**src/rtl/cpu_pkg.sv**
```systemverilog
// rtl/cpu_pkg.sv - shared types and default widths for the memory port arbiter
package cpu_pkg;

    localparam int ADDR_W_DEF = 32;
    localparam int DATA_W_DEF = 32;

    typedef enum logic [1:0] {
        IDLE   = 2'd0,
        D_BUSY = 2'd1,
        I_BUSY = 2'd2
    } arb_state_t;

endpackage

```
**src/rtl/mem_port_arbiter.sv**
```systemverilog
// rtl/mem_port_arbiter.sv - single memory port shared by fetch and data access, data first
module mem_port_arbiter
    import cpu_pkg::*;
#(
    parameter int ADDR_W = ADDR_W_DEF,
    parameter int DATA_W = DATA_W_DEF,
    parameter int CNT_W  = 16
) (
    input  logic              clk_i,
    input  logic              start_i,
    input  logic              if_req_i,
    input  logic [ADDR_W-1:0] if_addr_i,
    input  logic              if_kill_i,
    output logic              if_ack_o,
    output logic [DATA_W-1:0] if_rdata_o,
    input  logic              d_req_i,
    input  logic              d_we_i,
    input  logic [ADDR_W-1:0] d_addr_i,
    input  logic [DATA_W-1:0] d_wdata_i,
    output logic              d_ack_o,
    output logic [DATA_W-1:0] d_rdata_o,
    output logic              mem_req_o,
    output logic              mem_we_o,
    output logic [ADDR_W-1:0] mem_addr_o,
    output logic [DATA_W-1:0] mem_wdata_o,
    input  logic              mem_ack_i,
    input  logic [DATA_W-1:0] mem_rdata_i,
    output logic              stall_o,
    output logic [CNT_W-1:0]  stall_cnt_o,
    output logic              err_o
);

    arb_state_t state;
    arb_state_t state_nxt;
    logic       kill_pending;
    logic       kill_nxt;
    logic       latch_d;
    logic       latch_i;

    // Grant decision and kill tracking; data wins because its instruction is older
    always_comb begin
        state_nxt = state;
        kill_nxt  = kill_pending;
        latch_d   = 1'b0;
        latch_i   = 1'b0;
        case (state)
            IDLE: begin
                if (d_req_i) begin
                    latch_d   = 1'b1;
                    state_nxt = D_BUSY;
                end else if (if_req_i && !if_kill_i) begin
                    latch_i   = 1'b1;
                    state_nxt = I_BUSY;
                end
            end
            D_BUSY: begin
                if (mem_ack_i) begin
                    state_nxt = IDLE;
                end
            end
            I_BUSY: begin
                if (mem_ack_i) begin
                    state_nxt = IDLE;
                    kill_nxt  = 1'b0;
                end else if (if_kill_i) begin
                    kill_nxt = 1'b1;
                end
            end
            default: begin
                state_nxt = IDLE;
                kill_nxt  = 1'b0;
            end
        endcase
    end

    // State register; a killed fetch still runs to completion on the memory side
    always_ff @(posedge clk_i or negedge start_i) begin
        if (!start_i) begin
            state        <= IDLE;
            kill_pending <= 1'b0;
        end else begin
            state        <= state_nxt;
            kill_pending <= kill_nxt;
        end
    end

    // Memory command registers, captured at grant and held for the whole transaction
    always_ff @(posedge clk_i or negedge start_i) begin
        if (!start_i) begin
            mem_we_o    <= 1'b0;
            mem_addr_o  <= '0;
            mem_wdata_o <= '0;
        end else if (latch_d) begin
            mem_we_o    <= d_we_i;
            mem_addr_o  <= d_addr_i;
            mem_wdata_o <= d_wdata_i;
        end else if (latch_i) begin
            mem_we_o   <= 1'b0;
            mem_addr_o <= if_addr_i;
        end
    end

    assign mem_req_o  = (state != IDLE);

    // Acks are gated by reset so the pipeline sees nothing while held in reset
    assign d_ack_o    = start_i && (state == D_BUSY) && mem_ack_i;
    assign if_ack_o   = start_i && (state == I_BUSY) && mem_ack_i && !kill_pending && !if_kill_i;
    assign d_rdata_o  = mem_rdata_i;
    assign if_rdata_o = mem_rdata_i;

    assign stall_o = start_i && ((d_req_i && !d_ack_o) || (if_req_i && !if_ack_o && !if_kill_i));

    // Saturating stall counter and sticky error for an ack with nothing outstanding
    always_ff @(posedge clk_i or negedge start_i) begin
        if (!start_i) begin
            stall_cnt_o <= '0;
            err_o       <= 1'b0;
        end else begin
            if (stall_o && (stall_cnt_o != {CNT_W{1'b1}})) begin
                stall_cnt_o <= stall_cnt_o + CNT_W'(1);
            end
            if ((state == IDLE) && mem_ack_i) begin
                err_o <= 1'b1;
            end
        end
    end

endmodule

```
**config.mk**
```make
export PLATFORM = sky130hd
export DESIGN_NAME = mem_port_arbiter
export DESIGN_NICKNAME = d
export VERILOG_FILES = /design/src/rtl/cpu_pkg.sv /design/src/rtl/mem_port_arbiter.sv
export SDC_FILE = /design/constraint.sdc
export NUM_CORES = 1
export LEC_CHECK = 0
export ABC_CLOCK_PERIOD_IN_PS = 2100
export BUFFER_PORTS_ARGS = -buffer_cell sky130_fd_sc_hd__buf_4
export CORE_AREA = 2 2 110 112
export DETAILED_ROUTE_END_ITERATION = 16
export DIE_AREA = 0 0 112 114
export PLACE_DENSITY = 0.76
export SYNTH_ARGS = -nofsm -noshare
export SYNTH_HDL_FRONTEND = slang
export SYNTH_SLANG_ARGS = --single-unit
export TNS_END_PERCENT = 10
```
**constraint.sdc**
```tcl
create_clock -name clk_i -period 2.1 [get_ports clk_i]
set_clock_uncertainty 0.05 [all_clocks]
set_input_delay 0.525 -clock clk_i [delete_from_list [all_inputs] [get_ports clk_i]]
set_output_delay 0.525 -clock clk_i [all_outputs]
set_load 0.1 [all_outputs]
```
# Word-level counts from Yosys, hierarchy flattened
# Cells that the tools add are included.
# Widths: inputs -> output; s select.
totals:
  register_bits: 85
  wordCells: 56
classes:
  addsub: 1
  muxes: 16
  n_reduce_logical: 25
  eq_ne: 6
  n_bitwise: 1
op_table:
  columns: ["cell", "count"]
  rows:
  - ["$mux 32", 2]
  - ["$add 16x1->16 const B", 1]
  - ["$ne 16x16->1 const B", 1]
  - ["$logic_and 1x1->1", 13]
  - ["$mux 1", 9]
  - ["$mux 2", 3]
  - ["$ne 3x3->1 const B", 2]
  - ["$logic_not 1->1", 4]
  - ["$pmux 2 s2", 1]
  - ["$reduce_and 2->1", 2]
  - ["$reduce_bool 2->1", 2]
  - ["$reduce_or 2->1", 2]
  - ["$eq 2x1->1 const B", 1]
  - ["$eq 2x2->1 const B", 1]
  - ["$logic_not 2->1", 1]
  - ["$ne 2x1->1 const B", 1]
  - ["$pmux 1 s2", 1]
  - ["$logic_or 1x1->1", 1]
  - ["$not 1->1", 1]

# Logic depth before layout (Yosys ltp)
depth:
  ltp_word: 11
  ltp_mapped: 8
  depth_no_buf: 7

# Least setup slack after synthesis
# OpenSTA, ideal clock, no wires.
synth_timing:
  path_kind: "reg-to-output"
  from: "register state[0]"
  to: "output port if_ack_o"
  path_stages_with_launch: 5
  setup_slack_ns: -0.452
  arrival_ns: 1.977
  cell_sequence: "dfrtp_1 inv_1 ha_1 nand4b_1 nor2_1"
synth_via:
  elab_chain_len: 5
synth_rtl:
  columns: ["item", "line", "text"]
  rows:
  - ["start: declaration", "mem_port_arbiter.sv:33", "arb_state_t state;"]
  - ["start signal: assignment", "mem_port_arbiter.sv:82", "state <= state_nxt;"]
  - ["$eq 2x2->1", "mem_port_arbiter.sv:107", "assign if_ack_o = start_i && (state == I_BUSY) && mem_ack_i && !kill_pending && !if_kill_i;"]
  - ["$logic_and 1x1->1 (4 in series)", "mem_port_arbiter.sv:107", null]
  - ["end: declaration", "mem_port_arbiter.sv:14", "output logic if_ack_o,"]
# Every way passes these cells.

# Final worst setup path
layout_timing:
  from: "register state[0]"
  to: "output port stall_o"
layout_via:
  elab_chain_len: 10
  elab_cells_between_ends: 15
  cone_classes: "eq/ne (2); reduce/logical (13)"
layout_rtl:
  columns: ["item", "line", "text"]
  rows:
  - ["$eq 2x2->1", "mem_port_arbiter.sv:107", null]
  - ["$logic_and 1x1->1 (4 in series)", "mem_port_arbiter.sv:107", null]
  - ["$logic_not 1->1", "mem_port_arbiter.sv:111", "assign stall_o = start_i && ((d_req_i && !d_ack_o) || (if_req_i && !if_ack_o && !if_kill_i));"]
  - ["$logic_and 1x1->1 (2 in series)", "mem_port_arbiter.sv:111", null]
  - ["$logic_or 1x1->1 *", "mem_port_arbiter.sv:111", null]
  - ["$logic_and 1x1->1 *", "mem_port_arbiter.sv:111", null]
  - ["end: declaration", "mem_port_arbiter.sv:28", "output logic stall_o,"]
# Every way passes the cells marked *; elsewhere a longest branch is shown, timed or not.

==> flow_summary.ini <==
[drt]
wl_per_cell_um = 15.5
drc = 0
first_iter_violations = 75
routed_wl_um = 10100
vias_per_cell = 4.69
via_count = 3055
postRouteAntennaNets = 0
firstDrtPassIters = 4

[cells_and_area]
fillers = 1064
stdcell_count = 651
drive_above_1_share = 0.544
mostFrequentLayoutCells = buf_4 (192), dfrtp_1 (71), nand2_1 (38)
finalNetCount = 638
layout_commonest_cell = buf_4
area_growth_pct = 36.2
fin_util = 0.491
antenna_cells = 0

[clock_network]
cts_sinks = 85
htree_levels = 3
clockRootBuffer = clkbuf_16
cts.clk_slew.worst_paths_ns = 0.06
cts_tree = done
ctsLongestPathBuffers = 2
holdBufCountCts = 0
clk_latency_ns = 0.33
cts_buffers = 9

[grt]
overflow = 0
grt_max_degree = 53
grt_pass1_wl_um = 15400
grt.total_usage = 0.152
antenna_found_initial = 0
grt_pass1_vias = 3131

[critical_path]
path_cells = inv_2 > ha_4 > nand3b_1 > a32o_4 > buf_12
cp_max_fo = 3
worstPathRequired_ns = 1.52
crit_arrival_ns = 1.56
worst_path_largest_cell_delay_ns = 0.40
critPathLaunchType = flop
crit_type = reg2out
crit_slowest_cell = dfrtp_1
cp-end-kind = output port

[place]
placed_cells = 634
hpwl_um = 7740
numPortBuffers = 188
place.gp.congestion = 0.743

[timing]
fin_crit_ns = 2.13
fin_ws_ns = -0.0315
max_slew_margin = 0.569
period_share = 1.01
hold_ws_ns = 0.216
slew_viol_final = 0
timing_hold_violations_final = 0
rsz0062_at_grt = true
tightest_slew_ns = 0.647
setup_viol = 2
clock.fmax_ghz = 0.469

[synth]
yosysWarnings = 0
synth-edff-count = 0
ys_async_sr_fraction = 1.00
ys.flop_type = dfrtp_1
syn_area_um2 = 4220
seq_area_frac_synth = 0.504
postSynthCellCount = 370
synth_nets = 509
syn_avg_cell_area_um2 = 11.4
ys_seq_elements = 85
synth_cell_types = 34

[floorplanning]
design.core.area_um2 = 11700
io_pins = 285
die_x_um = 112
die_y_um = 114
placementRows = 40
die-area_um2 = 12800
start_util = 0.360

[run]
drv_cap = 0

[hold_path]
min_path_type = in2async

[run_status]
outcome = finished with violations
violations = setup timing
[routing by layer]
layer | track usage | part of all wire
met3 | 0.0664 | 0.11
met4 | 0.0415 | 0.012
met5 | 0 | 0
met1 | 0.164 | 0.36
met2 | 0.273 | 0.52
[final timing paths]
path	startpoint	endpoint	slack, ns	cells after the start
max	state[0]	stall_o	-0.03	5
min	start_i	kill_pending	0.22	2
max reg2reg	state[0]	stall_cnt_o[1]	0.27	7
min reg2reg	mem_addr_o[26]	mem_addr_o[26]	0.43	2
max in group asynchronous	start_i	stall_cnt_o[3]	1.23	2
min in group clk_i	d_wdata_i[10]	mem_wdata_o[10]	0.37	2
[per-stage QoR]
step	setup TNS [ns]	instance area, um^2	setup slack (ns)
after detailed placement	0	5400	0.148
after global routing	-0.158	5750	-0.0833
after global placement	0	5400	0.185
final	-0.0412	5750	-0.0315
after CTS	-0.155	5720	-0.0902
after floorplan	-0.00587	4240	-0.00587
[cells in the mapped netlist, types with 4 or more instances]
| library cell | number | area [um^2] |
|---|---|---|
| buf_2 | 9 | 45.0 |
| buf_4 | 64 | 480 |
| clkbuf_1 | 6 | 22.5 |
| dfrtp_1 | 85 | 2130 |
| ha_1 | 4 | 50.1 |
| inv_1 | 4 | 15.0 |
| mux2_2 | 32 | 360 |
| mux2i_1 | 33 | 330 |
| nand2_1 | 39 | 146 |
| nand3_1 | 8 | 40.0 |
| nor2_1 | 7 | 26.3 |
| o21ai_0 | 35 | 175 |
| xnor2_1 | 9 | 78.8 |
| xor2_1 | 5 | 43.8 |
[critical path: cells and delay by family, from the launching register on]
family	cells	cell delay (ns)
and+or+nand+nor	1	0.10
buffers and inverters	2	0.26
AOI/OAI and AO/OA	1	0.33
adders and majority gates	1	0.13
DFF	1	0.40
[state kept, by name, summed over array words and instances, names as in the netlist]
signal	flops
err_o	1
kill_pending	1
mem_addr_o	32
mem_wdata_o	32
mem_we_o	1
stall_cnt_o	16
state	2
[kinds of logic after synthesis]
logic type                 count (synthesis)  share of synthesized area
AOI/OAI and AO/OA                         44                     0.0664
xor gates and xnor gates                  14                     0.0291
adders and majority gates                  4                     0.0119
buffers and inverters                     83                      0.133
DFF                                       85                      0.504
muxes                                     66                      0.167
and+or+nand+nor                           74                     0.0878
[cell type report]
cell class / count / area, um^2 / area share
Inverter: 4 / 15.0 / 0.00261
Sequential cell: 85 / 2140 / 0.373
Multi-Input combinational cell: 202 / 1580 / 0.275
Clock buffer: 10 / 229 / 0.0398
Clock inverter: 6 / 63.8 / 0.0111
Tap cell: 147 / 184 / 0.0320
Timing Repair Buffer: 197 / 1530 / 0.267
[what timing repair did]
| item | CTS | global route |
|---|---|---|
| buffers inserted | 1 | 0 |
| gates resized for setup | 5 | 6 |
| pin swaps | 1 | 3 |
| endpoints found under the setup margin | 3 | 4 |
Power is not shown: default switching activity piles up to over one toggle a cycle in this logic, so the estimate is an artifact.
